File: src/rtl/xif_alu_coproc_if.sv
// X-interface issue/commit/result channel bundle between the core and the
// ALU coprocessor. The coprocessor uses the slave view, the core (or the
// bench standing in for it) uses the master view.
interface xif_alu_coproc_if #(
  parameter int ID_WIDTH = 4
);
  logic                issue_valid_i;
  logic                issue_ready_o;
  logic [31:0]         issue_instr_i;
  logic [ID_WIDTH-1:0] issue_id_i;
  logic [31:0]         issue_rs0_i;
  logic [31:0]         issue_rs1_i;
  logic [1:0]          issue_rs_valid_i;
  logic                issue_accept_o;
  logic                issue_writeback_o;

  logic                commit_valid_i;
  logic [ID_WIDTH-1:0] commit_id_i;
  logic                commit_kill_i;

  logic                result_valid_o;
  logic                result_ready_i;
  logic [ID_WIDTH-1:0] result_id_o;
  logic [31:0]         result_data_o;
  logic [4:0]          result_rd_o;
  logic                result_we_o;

  modport slave (
    input  issue_valid_i, issue_instr_i, issue_id_i, issue_rs0_i, issue_rs1_i,
           issue_rs_valid_i, commit_valid_i, commit_id_i, commit_kill_i,
           result_ready_i,
    output issue_ready_o, issue_accept_o, issue_writeback_o, result_valid_o,
           result_id_o, result_data_o, result_rd_o, result_we_o
  );

  modport master (
    output issue_valid_i, issue_instr_i, issue_id_i, issue_rs0_i, issue_rs1_i,
           issue_rs_valid_i, commit_valid_i, commit_id_i, commit_kill_i,
           result_ready_i,
    input  issue_ready_o, issue_accept_o, issue_writeback_o, result_valid_o,
           result_id_o, result_data_o, result_rd_o, result_we_o
  );
endinterface

File: src/rtl/xif_alu_coproc.sv
// Minimal X-interface ALU coprocessor. Accepts custom-0 R-type add/xor/and/or,
// computes the value at issue time, holds it in an in-order queue until the
// core commits or kills it, and returns committed results strictly in order.
module xif_alu_coproc #(
  parameter int         DEPTH    = 4,
  parameter int         ID_WIDTH = 4,
  parameter logic [6:0] OPCODE   = 7'h0B
) (
  input  logic                   clk_i,
  input  logic                   rst_i,
  xif_alu_coproc_if.slave        xif,
  output logic [$clog2(DEPTH):0] count_o
);

  localparam int PTR_W = $clog2(DEPTH);
  localparam int CNT_W = PTR_W + 1;

  // Queue state
  logic [DEPTH-1:0]    valid_q, valid_d;
  logic [DEPTH-1:0]    committed_q, committed_d;
  logic [DEPTH-1:0]    killed_q, killed_d;
  logic [ID_WIDTH-1:0] id_q   [DEPTH];
  logic [ID_WIDTH-1:0] id_d   [DEPTH];
  logic [4:0]          rd_q   [DEPTH];
  logic [4:0]          rd_d   [DEPTH];
  logic [31:0]         data_q [DEPTH];
  logic [31:0]         data_d [DEPTH];
  logic [PTR_W-1:0]    wr_ptr_q, wr_ptr_d;
  logic [PTR_W-1:0]    rd_ptr_q, rd_ptr_d;
  logic [CNT_W-1:0]    count_q, count_d;

  // Decode / datapath
  logic [2:0]       funct3;
  logic             decode_ok;
  logic             issue_ready;
  logic             push;
  logic [31:0]      alu_result;
  logic             head_valid;
  logic             result_valid;
  logic             kill_pop;
  logic             pop;
  logic             match_found;
  logic [PTR_W-1:0] match_idx;
  logic [PTR_W-1:0] search_idx;
  logic             commit_new;

  // Register-source and funct fields outside the decoded ones are not needed.
  logic unused_instr_bits;
  assign unused_instr_bits = ^xif.issue_instr_i[24:15];

  assign funct3 = xif.issue_instr_i[14:12];

  // Combinational decode and ALU so accept/writeback answer in the handshake cycle
  always_comb begin
    decode_ok   = (xif.issue_instr_i[6:0] == OPCODE) &&
                  (xif.issue_instr_i[31:25] == 7'd0) && !funct3[2];
    // No bypass: a full queue refuses issue even when a pop happens this cycle.
    issue_ready = (xif.issue_rs_valid_i == 2'b11) && (count_q < CNT_W'(DEPTH));
    push        = xif.issue_valid_i && issue_ready && decode_ok;
    alu_result  = '0;
    case (funct3[1:0])
      2'b00:   alu_result = xif.issue_rs0_i + xif.issue_rs1_i;
      2'b01:   alu_result = xif.issue_rs0_i ^ xif.issue_rs1_i;
      2'b10:   alu_result = xif.issue_rs0_i & xif.issue_rs1_i;
      default: alu_result = xif.issue_rs0_i | xif.issue_rs1_i;
    endcase
  end

  assign xif.issue_ready_o     = issue_ready;
  assign xif.issue_accept_o    = xif.issue_valid_i && decode_ok;
  assign xif.issue_writeback_o = xif.issue_valid_i && decode_ok;

  // Head status: committed heads are offered to the core, killed heads drop silently
  always_comb begin
    head_valid   = valid_q[rd_ptr_q];
    result_valid = head_valid && committed_q[rd_ptr_q];
    kill_pop     = head_valid && killed_q[rd_ptr_q];
    pop          = kill_pop || (result_valid && xif.result_ready_i);
  end

  // Find the oldest unresolved entry carrying the commit id, walking from the head
  always_comb begin
    match_found = 1'b0;
    match_idx   = '0;
    search_idx  = '0;
    for (int k = 0; k < DEPTH; k++) begin
      search_idx = rd_ptr_q + PTR_W'(k);
      if (!match_found && valid_q[search_idx] && !committed_q[search_idx] &&
          !killed_q[search_idx] && (id_q[search_idx] == xif.commit_id_i)) begin
        match_found = 1'b1;
        match_idx   = search_idx;
      end
    end
    // Entries already queued are older than the one arriving now, so they win;
    // otherwise a commit naming the id being issued resolves the new entry.
    commit_new = xif.commit_valid_i && !match_found && push &&
                 (xif.issue_id_i == xif.commit_id_i);
  end

  // Next queue state: pop at head, resolve on commit, push at tail
  always_comb begin
    valid_d     = valid_q;
    committed_d = committed_q;
    killed_d    = killed_q;
    id_d        = id_q;
    rd_d        = rd_q;
    data_d      = data_q;
    wr_ptr_d    = wr_ptr_q;
    rd_ptr_d    = rd_ptr_q;
    count_d     = count_q;

    if (pop) begin
      valid_d[rd_ptr_q]     = 1'b0;
      committed_d[rd_ptr_q] = 1'b0;
      killed_d[rd_ptr_q]    = 1'b0;
      rd_ptr_d              = rd_ptr_q + PTR_W'(1);
    end

    if (xif.commit_valid_i && match_found) begin
      if (xif.commit_kill_i) killed_d[match_idx]    = 1'b1;
      else                   committed_d[match_idx] = 1'b1;
    end

    if (push) begin
      valid_d[wr_ptr_q]     = 1'b1;
      committed_d[wr_ptr_q] = commit_new && !xif.commit_kill_i;
      killed_d[wr_ptr_q]    = commit_new && xif.commit_kill_i;
      id_d[wr_ptr_q]        = xif.issue_id_i;
      rd_d[wr_ptr_q]        = xif.issue_instr_i[11:7];
      data_d[wr_ptr_q]      = alu_result;
      wr_ptr_d              = wr_ptr_q + PTR_W'(1);
    end

    case ({push, pop})
      2'b10:   count_d = count_q + CNT_W'(1);
      2'b01:   count_d = count_q - CNT_W'(1);
      default: count_d = count_q;
    endcase
  end

  // State registers; reset discards every entry, resolved or not
  always_ff @(posedge clk_i or posedge rst_i) begin
    if (rst_i) begin
      valid_q     <= '0;
      committed_q <= '0;
      killed_q    <= '0;
      wr_ptr_q    <= '0;
      rd_ptr_q    <= '0;
      count_q     <= '0;
      for (int i = 0; i < DEPTH; i++) begin
        id_q[i]   <= '0;
        rd_q[i]   <= '0;
        data_q[i] <= '0;
      end
    end else begin
      valid_q     <= valid_d;
      committed_q <= committed_d;
      killed_q    <= killed_d;
      wr_ptr_q    <= wr_ptr_d;
      rd_ptr_q    <= rd_ptr_d;
      count_q     <= count_d;
      id_q        <= id_d;
      rd_q        <= rd_d;
      data_q      <= data_d;
    end
  end

  // Result channel straight from registered head state; payload zero when idle
  always_comb begin
    xif.result_valid_o = result_valid;
    xif.result_we_o    = result_valid;
    xif.result_id_o    = result_valid ? id_q[rd_ptr_q]   : '0;
    xif.result_rd_o    = result_valid ? rd_q[rd_ptr_q]   : '0;
    xif.result_data_o  = result_valid ? data_q[rd_ptr_q] : '0;
  end

  assign count_o = count_q;

endmodule
File: src/flat_wrapper.sv
// flat-port wrapper written by rule: the top's interface ports become plain ports
module xif_alu_coproc_flat 
#(
  parameter int         DEPTH    = 4,
  parameter int         ID_WIDTH = 4,
  parameter logic [6:0] OPCODE   = 7'h0B
)
  (clk_i, rst_i, count_o, xif_issue_valid_i, xif_issue_instr_i, xif_issue_id_i, xif_issue_rs0_i, xif_issue_rs1_i, xif_issue_rs_valid_i, xif_commit_valid_i, xif_commit_id_i, xif_commit_kill_i, xif_result_ready_i, xif_issue_ready_o, xif_issue_accept_o, xif_issue_writeback_o, xif_result_valid_o, xif_result_id_o, xif_result_data_o, xif_result_rd_o, xif_result_we_o);
  xif_alu_coproc_if #(.ID_WIDTH(ID_WIDTH)) xif_i ();
  input  logic clk_i;
  input  logic rst_i;
  output logic [$clog2(DEPTH):0] count_o;
  input wire logic [$bits(xif_i.issue_valid_i)-1:0] xif_issue_valid_i;
  input wire logic [$bits(xif_i.issue_instr_i)-1:0] xif_issue_instr_i;
  input wire logic [$bits(xif_i.issue_id_i)-1:0] xif_issue_id_i;
  input wire logic [$bits(xif_i.issue_rs0_i)-1:0] xif_issue_rs0_i;
  input wire logic [$bits(xif_i.issue_rs1_i)-1:0] xif_issue_rs1_i;
  input wire logic [$bits(xif_i.issue_rs_valid_i)-1:0] xif_issue_rs_valid_i;
  input wire logic [$bits(xif_i.commit_valid_i)-1:0] xif_commit_valid_i;
  input wire logic [$bits(xif_i.commit_id_i)-1:0] xif_commit_id_i;
  input wire logic [$bits(xif_i.commit_kill_i)-1:0] xif_commit_kill_i;
  input wire logic [$bits(xif_i.result_ready_i)-1:0] xif_result_ready_i;
  output wire logic [$bits(xif_i.issue_ready_o)-1:0] xif_issue_ready_o;
  output wire logic [$bits(xif_i.issue_accept_o)-1:0] xif_issue_accept_o;
  output wire logic [$bits(xif_i.issue_writeback_o)-1:0] xif_issue_writeback_o;
  output wire logic [$bits(xif_i.result_valid_o)-1:0] xif_result_valid_o;
  output wire logic [$bits(xif_i.result_id_o)-1:0] xif_result_id_o;
  output wire logic [$bits(xif_i.result_data_o)-1:0] xif_result_data_o;
  output wire logic [$bits(xif_i.result_rd_o)-1:0] xif_result_rd_o;
  output wire logic [$bits(xif_i.result_we_o)-1:0] xif_result_we_o;
  assign xif_i.issue_valid_i = xif_issue_valid_i;
  assign xif_i.issue_instr_i = xif_issue_instr_i;
  assign xif_i.issue_id_i = xif_issue_id_i;
  assign xif_i.issue_rs0_i = xif_issue_rs0_i;
  assign xif_i.issue_rs1_i = xif_issue_rs1_i;
  assign xif_i.issue_rs_valid_i = xif_issue_rs_valid_i;
  assign xif_i.commit_valid_i = xif_commit_valid_i;
  assign xif_i.commit_id_i = xif_commit_id_i;
  assign xif_i.commit_kill_i = xif_commit_kill_i;
  assign xif_i.result_ready_i = xif_result_ready_i;
  assign xif_issue_ready_o = xif_i.issue_ready_o;
  assign xif_issue_accept_o = xif_i.issue_accept_o;
  assign xif_issue_writeback_o = xif_i.issue_writeback_o;
  assign xif_result_valid_o = xif_i.result_valid_o;
  assign xif_result_id_o = xif_i.result_id_o;
  assign xif_result_data_o = xif_i.result_data_o;
  assign xif_result_rd_o = xif_i.result_rd_o;
  assign xif_result_we_o = xif_i.result_we_o;
  xif_alu_coproc #(.DEPTH(DEPTH), .ID_WIDTH(ID_WIDTH), .OPCODE(OPCODE)) u_core (.clk_i(clk_i), .rst_i(rst_i), .xif(xif_i), .count_o(count_o));
endmodule
File: config.mk
export PLATFORM = sky130hd
export DESIGN_NAME = xif_alu_coproc_flat
export DESIGN_NICKNAME = d
export VERILOG_FILES = /design/src/rtl/xif_alu_coproc_if.sv /design/src/rtl/xif_alu_coproc.sv /design/src/flat_wrapper.sv
export SDC_FILE = /design/constraint.sdc
export NUM_CORES = 1
export LEC_CHECK = 0
export CORE_UTILIZATION = 25
export DETAILED_ROUTE_END_ITERATION = 16
export GPL_ROUTABILITY_DRIVEN = 0
export PLACE_DENSITY_LB_ADDON = 0.25
export SYNTH_ARGS = -nofsm -noshare
export SYNTH_HDL_FRONTEND = slang
export SYNTH_SLANG_ARGS = --single-unit
File: constraint.sdc
create_clock -name clk_i -period 8.16 [get_ports clk_i]
set_input_delay 1.632 -clock clk_i [delete_from_list [all_inputs] [get_ports clk_i]]
set_output_delay 1.632 -clock clk_i [all_outputs]
set_load 0.005 [all_outputs]
## Word-level counts from Yosys, hierarchy flattened

Index checks and enable logic that the tools add are counted.

| storage, ports and cells | value |
|---|---|
| input port bits | 112 |
| flip-flop bits (word level) | 183 |

| operators by class | value |
|---|---|
| reduce and logical (&&, ||, !) cells | 52 |
| $add $sub $neg | 7 |
| muxes and demuxes | 82 |
| equal/unequal tests | 11 |
| bitwise logic cells | 15 |
| order comparisons | 16 |

Operators by type and width:

| kind | number |
|---|---|
| 128-bit bitwise mux | 1 |
| 32-bit 2-to-1 mux | 4 |
| 32-bit one-hot mux with 3 select lines | 1 |
| 4-bit 2-to-1 mux | 20 |
| 32-bit binary-select mux with 2-bit select | 1 |
| 32-bit demux with 2-bit select | 1 |
| 1-bit logical AND | 34 |
| 32-bit adder | 1 |
| 32-bit AND | 1 |
| 4-bit binary-select mux with 2-bit select | 4 |
| 32-bit OR | 1 |
| 32-bit bitwise XOR | 1 |
| 1-bit binary-select mux with 2-bit select | 12 |
| 20-bit bitwise mux | 1 |
| 4-bit == test | 5 |
| 5-bit 2-to-1 mux | 4 |
| 1-bit 2-to-1 mux | 19 |
| 2-bit by 3-bit less-than comparator with 1-bit output, second input constant | 6 |
| 16-bit bitwise mux | 1 |
| 3-bit greater-or-equal comparator, second input constant | 5 |
| 2-bit inverter with 3-bit output | 5 |
| 1-bit zero test | 14 |
| 4-bit AND | 3 |
| 4-bit OR | 3 |
| other kinds (22) | 35 |

## Longest topological paths before layout

Gate-level depths: netlist of the first run.

| depth | value |
|---|---|
| word-level depth | 34 |
| gate-level depth with buffers | 14 |
| mapped depth without buffers | 10 |

## Least setup slack after synthesis of the first run

OpenSTA, ideal clock, no wires.

| timing | value |
|---|---|
| kind | input -> register |
| start point | in xif_issue_rs1_i[0] |
| end point | reg u_core.data_q[124] (netlist bit) |
| buffers on the path | 0 |
| setup slack | 3.838 ns |
| stages | 10 |
| arrival | 4.197 ns |
| cells stage by stage | ha_1 fa_1 a21o_1 a221o_1 and3_1 o31a_1 a2111oi_0 or4_1 a31oi_1 mux2_2 |

| between the ends | value |
|---|---|
| longest elaborated chain between the ends | 3 |

Ends and longest elaborated chain:

| item | line | source |
|---|---|---|
| start, declared | flat_wrapper.sv:17 | `input wire logic [$bits(xif_i.issue_rs1_i)-1:0] xif_issue_rs1_i;` |
| 32-bit adder | xif_alu_coproc.sv:62 | `2'b00: alu_result = xif.issue_rs0_i + xif.issue_rs1_i;` |
| 32-bit one-hot mux with 3 select lines | xif_alu_coproc.sv:61 | `case (funct3[1:0])` |
| 128-bit bitwise mux | xif_alu_coproc.sv:130 | `data_d[wr_ptr_q] = alu_result;` |
| end signal, assigned | xif_alu_coproc.sv:164 | `data_q <= data_d;` |
| end, declared | xif_alu_coproc.sv:26 | `logic [31:0] data_q [DEPTH];` |

No other way between the ends.
A chain may end at the register's enable or synchronous reset.

## Worst setup path after layout of the first run

| timing | value |
|---|---|
| start point | reg u_core.rd_ptr_q[1] |
| end point | out xif_result_data_o[29] |

| between the ends | value |
|---|---|
| longest elaborated chain between the ends | 5 |
| elaborated cells between the ends (all ways) | 10 |

Ends and longest elaborated chain:

| item | line | source |
|---|---|---|
| start, declared | xif_alu_coproc.sv:29 | `logic [PTR_W-1:0] rd_ptr_q, rd_ptr_d;` |
| start signal, assigned | xif_alu_coproc.sv:160 | `rd_ptr_q <= rd_ptr_d;` |
| 2-bit inverter with 3-bit output (implied by the code) | xif_alu_coproc.sv:174 | `xif.result_data_o = result_valid ? data_q[rd_ptr_q] : '0;` |
| 32-bit binary-select mux with 2-bit select | xif_alu_coproc.sv:174 |  |
| 32-bit 2-to-1 mux (implied by the code) (2 in series) | xif_alu_coproc.sv:174 |  |
| 32-bit 2-to-1 mux * | xif_alu_coproc.sv:174 |  |
| end, declared | flat_wrapper.sv:28 | `output wire logic [$bits(xif_i.result_data_o)-1:0] xif_result_data_o;` |

Every way passes the cells marked *; elsewhere a longest branch is shown, timed or not. The select of a mux whose other input is x is not followed.

==> results of run 1 <==
-- Yosys cell counts (all sizes together), types with 3 or more instances --
cell type | instances | area share (%)
nor4 | 8 | 0.41
o221ai | 4 | 0.28
inv | 83 | 2.5
a32oi | 4 | 0.28
mux4 | 59 | 11
nand4 | 10 | 0.51
a211o | 4 | 0.28
nor4b | 5 | 0.36
or3 | 3 | 0.15
o211ai | 9 | 0.55
nand2 | 299 | 9.1
nor2 | 60 | 1.8
mux2i | 12 | 0.97
xor2 | 17 | 1.2
xnor2 | 26 | 1.8
mux2 | 35 | 3.2
nor3 | 12 | 0.62
nor3b | 6 | 0.37
buf | 22 | 0.94
a211oi | 6 | 0.37
a2111oi | 5 | 0.51
clkbuf | 65 | 2.0
or4 | 6 | 0.40
o31ai | 5 | 0.30
a21o | 15 | 0.91
nor2b | 3 | 0.15
dfrtp | 183 | 37
o31a | 3 | 0.21
and2 | 6 | 0.30
o21ai | 128 | 5.2
nand3 | 17 | 0.69
and3 | 55 | 2.8
a21oi | 62 | 2.5
o21bai | 4 | 0.24
a31oi | 8 | 0.41
ha | 73 | 7.4
-- critical path, stage by stage, from the launching register on --
cell             delay [ns]
dfrtp_2                0.71
buf_4                  0.70
mux4_2                 1.05
and3_1                 0.41
clkdlybuf4s50_1        0.54
-- through the flow --
stage / setup WS [ns] / cells / util [%] / hold WS [ns] / instance area [µm²]
after global routing: 2.390 / 2125 / 30.77 / 0.4891 / 15000
final: 2.663 / 2125 / 30.77 / 0.4648 / 15000
after global placement: 2.634 / 2093 / 29.57 / 0.4458 / 14420
after detailed placement: 2.610 / 2093 / 29.57 / 0.4530 / 14420
after floorplan: 1.556 / 1350 / - / 0.4334 / 12330
after CTS: 2.586 / 2125 / 30.77 / 0.4695 / 15000
-- routing by layer --
metal	track usage, %	vias up	wire, µm
li1	-	4903	-
met1	21.29	5018	17880
met2	23.67	260	17100
met3	2.374	32	1709
met4	4.198	0	602
met5	0	-	0
-- area by class of cell --
cell class                 count  area [µm²]  area share [%]
tap                          664       830.8           5.538
sequential                   183        4582           30.54
clock inverter                13       132.6          0.8841
inverter                      83       316.6           2.110
clock buffer                  19       452.9           3.019
timing repair buffer         166        1612           10.74
multi-input combinational    997        7076           47.16
-- state kept, by name, summed over array words and instances, names as in the netlist --
name and cells:
u_core.count_o 3, u_core.valid_q 4, u_core.id_q 16, u_core.rd_ptr_q 2, u_core.data_q 128, u_core.committed_q 4, u_core.wr_ptr_q 2, u_core.rd_q 20
u_core.killed_q 4
-- cell families (layout without fill, tap and decap cells) --
family / after synthesis / after routing / synth area share, %
simple gates: 502 / 502 / 18.54
compound gates: 271 / 271 / 13.02
flops: 183 / 183 / 37.15
buf+inv: 170 / 281 / 5.451
mux: 106 / 106 / 15.04
fa+ha+maj: 75 / 75 / 7.735
xor+xnor: 43 / 43 / 3.055
-- power breakdown --
part | switching, µW | internal, µW | leakage [µW]
Combinational | 185 | 121 | 0.00409
Sequential | 0.0318 | 906 | 0.00254
Clock | 406 | 423 | 0.000279
Total | 591 | 1450 | 0.00691
-- worst paths after layout --
kind / slack, ns / to / from
worst max-delay path: 2.66 / xif_result_data_o[29] / u_core.rd_ptr_q[1]
worst min-delay path: 0.46 / u_core.rd_q[5] / u_core.rd_q[5]
worst max register to register: 3.63 / u_core.count_o[2] / u_core.rd_ptr_q[1]
worst min register to register: 0.46 / u_core.rd_q[5] / u_core.rd_q[5]
max in group asynchronous: 5.15 / u_core.rd_ptr_q[1] / rst_i
min in group asynchronous: 1.71 / u_core.data_q[99] / rst_i
==> summary.txt, run 1 <==
Logic synthesis
  • Ys flop type: dfrtp_1
  • Post-Syn Area: 12330 µm²
  • Post-Syn Nets: 1537
  • Cells after synthesis: 1350
  • EDFF count, synth: 0
  • Syn avg cell area: 9.131 µm²
  • Synth cell types: 69
  • Post-synthesis sequential area ratio: 37.15%
  • YS warnings: 0
  • Synthesis-stage register bit count: 183
  • Ys async rst share: 100.0%

Cells and area
  • Layout net count: 1635
  • Area growth from synthesis to layout: 21.70%
  • Fill cells: 5082
  • Most frequent cells in the layout: 299 x nand2_1, 181 x dfrtp_1, 148 x clkdlybuf4s50_1, 128 x o21ai_0, 82 x inv_1
  • Commonest non-fill, non-tap cell in the layout: nand2_1
  • Layout cells sized above 1: 10.40%
  • Antenna diodes: 0

Placed design
  • Post-DP HPWL: 26.09 mm
  • # port buffers: 150

Worst setup path
  • Required @ worst endpoint: 6.53 ns
  • Setup CP Type: flip-flop to output pin
  • CP Capture Type: output pin
  • Critical Path AT: 3.86 ns
  • Worst r2r path cells: 10
  • Worst Setup Start Kind: flip-flop
  • CP max FO: 44

Power and ir drop
  • Max VDD drop: 0.0001114 V
  • PD cells: 136.0 nW/µm²
  • P_leak: 0.006907 µW
  • Final Power: 2041 µW

Run status
  • Status: finished clean

STA
  • Clk_skew: 0.01296 ns
  • Max_slew headroom: 29.62%
  • Min Clock Period, post-route: 5.497 ns
  • Worst-Margin Slew: 1.056 ns
  • Final setup vio count: 0
  • Unrepaired setup endpoints after global routing: no
  • Final Hold Vio Count: 0
  • Final period util: 67.36%
  • Max Clk Rate: 181.9 MHz
  • Max Slew Vio Count: 0
  • Setup TNS: 0 ns

Global route
  • First-pass GRT wire length: 58.32 mm
  • GRT Util Overall: 15.06%
  • Largest net degree at the start of global routing: 84
  • Vias in the first global route: 10060
  • Initial antenna violation count: 0
  • Global route overflow: 0

Min path
  • WHS Path Cells: 2
  • Hold crit path type: flip-flop to flip-flop

Clock tree
  • Root buf cell: clkbuf_16
  • CTS tree: done
  • Worst-path clk slew: 0.08 ns
  • CTS Buf Count: 17
  • H-tree Lvls: 4
  • Cts hold-fix bufs: 0
  • Clk sink count: 183
  • # resized after CTS: 0
  • Longest Clk Path Bufs: 2
  • Post-CTS Repair Setup Buffers: 0
  • Worst skew pair latency: 0.44 ns

Floorplan
  • Die Ht: 224.1 µm
  • Core area: 48750 µm²
  • Boundary Pins: 161
  • Starting Density: 25.29%
  • Full die area: 50200 µm²
  • Die width: 224.1 µm
  • Floorplan row count: 81

Routing
  • First-pass iteration count of the detailed router: 5
  • Initial DRC Count: 682
  • Avg WL per Cell: 17.55 µm
  • Final wirelength: 37.30 mm
  • DRC violations left: 0
  • Vias: 10210
  • Post-route ant nets: 0
  • Vias per inst: 4.806

Job
  • Max-Cap Viols: 0
(Power assumes the default switching activity.)
==> run 2: changes to the inputs <==
==> constraint.sdc (replaced) <==
create_clock -name clk_i -period 4.5 [get_ports clk_i]
set_input_delay 0.9 -clock clk_i [delete_from_list [all_inputs] [get_ports clk_i]]
set_output_delay 0.9 -clock clk_i [all_outputs]
set_load 0.005 [all_outputs]
==> summary.txt, run 2 (synthesis results as in run 1) <==
Run status
  • Status: finished clean

Cells and area
  • Commonest non-fill, non-tap cell in the layout: nand2_1
  • Biggest registers after layout: u_core.data_q x128, u_core.rd_q x20, u_core.id_q x16
  • Area growth from synthesis to layout: 24.64%
  • Layout net count: 1674
  • Largest reg by FF count: u_core.data_q
  • Non-Filler Instances: 2166
  • Finished Cell Area: 15360 µm²
  • Layout cells sized above 1: 12.60%
  • Most frequent cells in the layout: 299 x nand2_1, 181 x dfrtp_1, 148 x clkdlybuf4s50_1, 128 x o21ai_0, 82 x inv_1
  • Number of flip-flops in the largest register: 128

Worst setup path
  • Worst r2r dst: u_core.killed_q[1]
  • FF-to-FF setup slack: 0.81 ns
  • Worst Setup SP: u_core.rd_ptr_q[0]
  • Required @ worst endpoint: 3.60 ns
  • CP Capture Type: output pin
  • Setup crit end: xif_result_data_o[31]
  • Critical Path AT: 3.15 ns
  • FF-to-FF Start: u_core.rd_ptr_q[1]
  • Worst Setup Start Kind: flip-flop
  • Setup CP Type: flip-flop to output pin
  • CP max FO: 36
  • Worst r2r path cells: 10

STA
  • Max Slew Vio Count: 0
  • Unrepaired setup endpoints after global routing: no
  • Worst-Margin Slew: 0.9991 ns
  • Min Clock Period, post-route: 4.054 ns
  • Max_slew headroom: 32.82%
  • Final period util: 90.08%
  • Final Hold Vio Count: 0
  • Max Clk Rate: 246.7 MHz
  • Clk_skew: 0.009959 ns
  • Worst setup margin: 0.4464 ns
  • Final setup vio count: 0
  • Setup TNS: 0 ns

Clock tree
  • Worst skew pair latency: 0.43 ns
  • Clk sink count: 183
  • CTS tree: done
  • CTS Buf Count: 17
  • Worst-path clk slew: 0.07 ns
  • Post-CTS Repair Setup Buffers: 0
  • Root buf cell: clkbuf_16
  • H-tree Lvls: 4
  • Cts hold-fix bufs: 0
  • Longest Clk Path Bufs: 2
  • # resized after CTS: 0

Min path
  • Hold crit path type: flip-flop to flip-flop

Floorplan
  • Starting Density: 25.29%
  • Floorplan row count: 81
  • Core area: 48750 µm²
  • Boundary Pins: 161
  • Die Ht: 224.1 µm
  • Die width: 224.1 µm
  • Full die area: 50200 µm²

Global route
  • Initial antenna violation count: 0
  • Global route overflow: 0
  • GRT Util Overall: 15.12%
  • Largest net degree at the start of global routing: 104
  • First-pass GRT wire length: 58.60 mm
  • Vias in the first global route: 10070

Routing
  • Final wirelength: 37.13 mm
  • Avg WL per Cell: 17.14 µm
  • First-pass iteration count of the detailed router: 5
  • DRC violations left: 0
  • Post-route ant nets: 0
  • Initial DRC Count: 647
  • Vias per inst: 4.699
  • Vias: 10180

Power and ir drop
  • PD cells: 249.0 nW/µm²
  • Final Power: 3826 µW
  • Max VDD drop: 0.0001870 V
  • P_leak: 0.007131 µW

Placed design
  • # port buffers: 150
  • Place WS: 0.1134 ns
  • # placed instances: 2132
  • Post-place instance area: 14730 µm²
  • Post-DP HPWL: 27.31 mm

Job
  • Max-Cap Viols: 0
[run 2: layout make-up]
type	instances	area, µm²
Tap cell	664	830.8
Clock buffer	23	488.0
Multi-Input combinational cell	997	7076
Fill cell	5111	33380
Clock inverter	9	138.9
Inverter	83	315.3
Antenna cell	2	5.005
Timing Repair Buffer	205	1929
Sequential cell	183	4582
[run 2: worst max-delay path: stages, from the launching register on]
cell	delay, ns
dfrtp_2	0.35
buf_4	0.36
buf_4	0.65
mux4_2	0.67
and3_1	0.22
clkdlybuf4s50_1	0.44
[run 2: through the flow]
stage / util, % / hold slack (ns)
CTS: 31.51 / 0.4689
finish: 31.52 / 0.4658
global placement: 30.22 / 0.4455
global route: 31.51 / 0.4948
detailed placement: 30.22 / 0.4531
floorplan: - / 0.4334
[run 2: where the power goes]
part	leakage, µW	switching (µW)	internal, µW
logic	0.00429	341	241
clock network	0.000302	659	941
registers	0.00254	0.0573	1640
[run 2: per-layer routing]
metal / share of wire, % / vias up / GRT usage, % / routed length, µm
li1: - / 4983 / - / -
met1: 50 / 4943 / 21.73 / 18570
met2: 45 / 234 / 23.85 / 16690
met3: 4.2 / 19 / 2.335 / 1543
met4: 0.88 / 0 / 3.182 / 325
met5: 0 / - / 0 / 0
[run 2: how the worst min path moves through the flow]
stage                      end  cells after the start            start  slack [ns]
6_report        u_core.rd_q[8]                      2   u_core.rd_q[8]        0.47
5_1_grt         u_core.rd_q[5]                      2   u_core.rd_q[5]        0.49
4_1_cts         u_core.rd_q[8]                      2   u_core.rd_q[8]        0.47
3_5_place_dp    u_core.rd_q[8]                      2   u_core.rd_q[8]        0.45
3_3_place_gp   u_core.rd_q[14]                      2  u_core.rd_q[14]        0.45
2_1_floorplan   u_core.rd_q[5]                      2   u_core.rd_q[5]        0.43
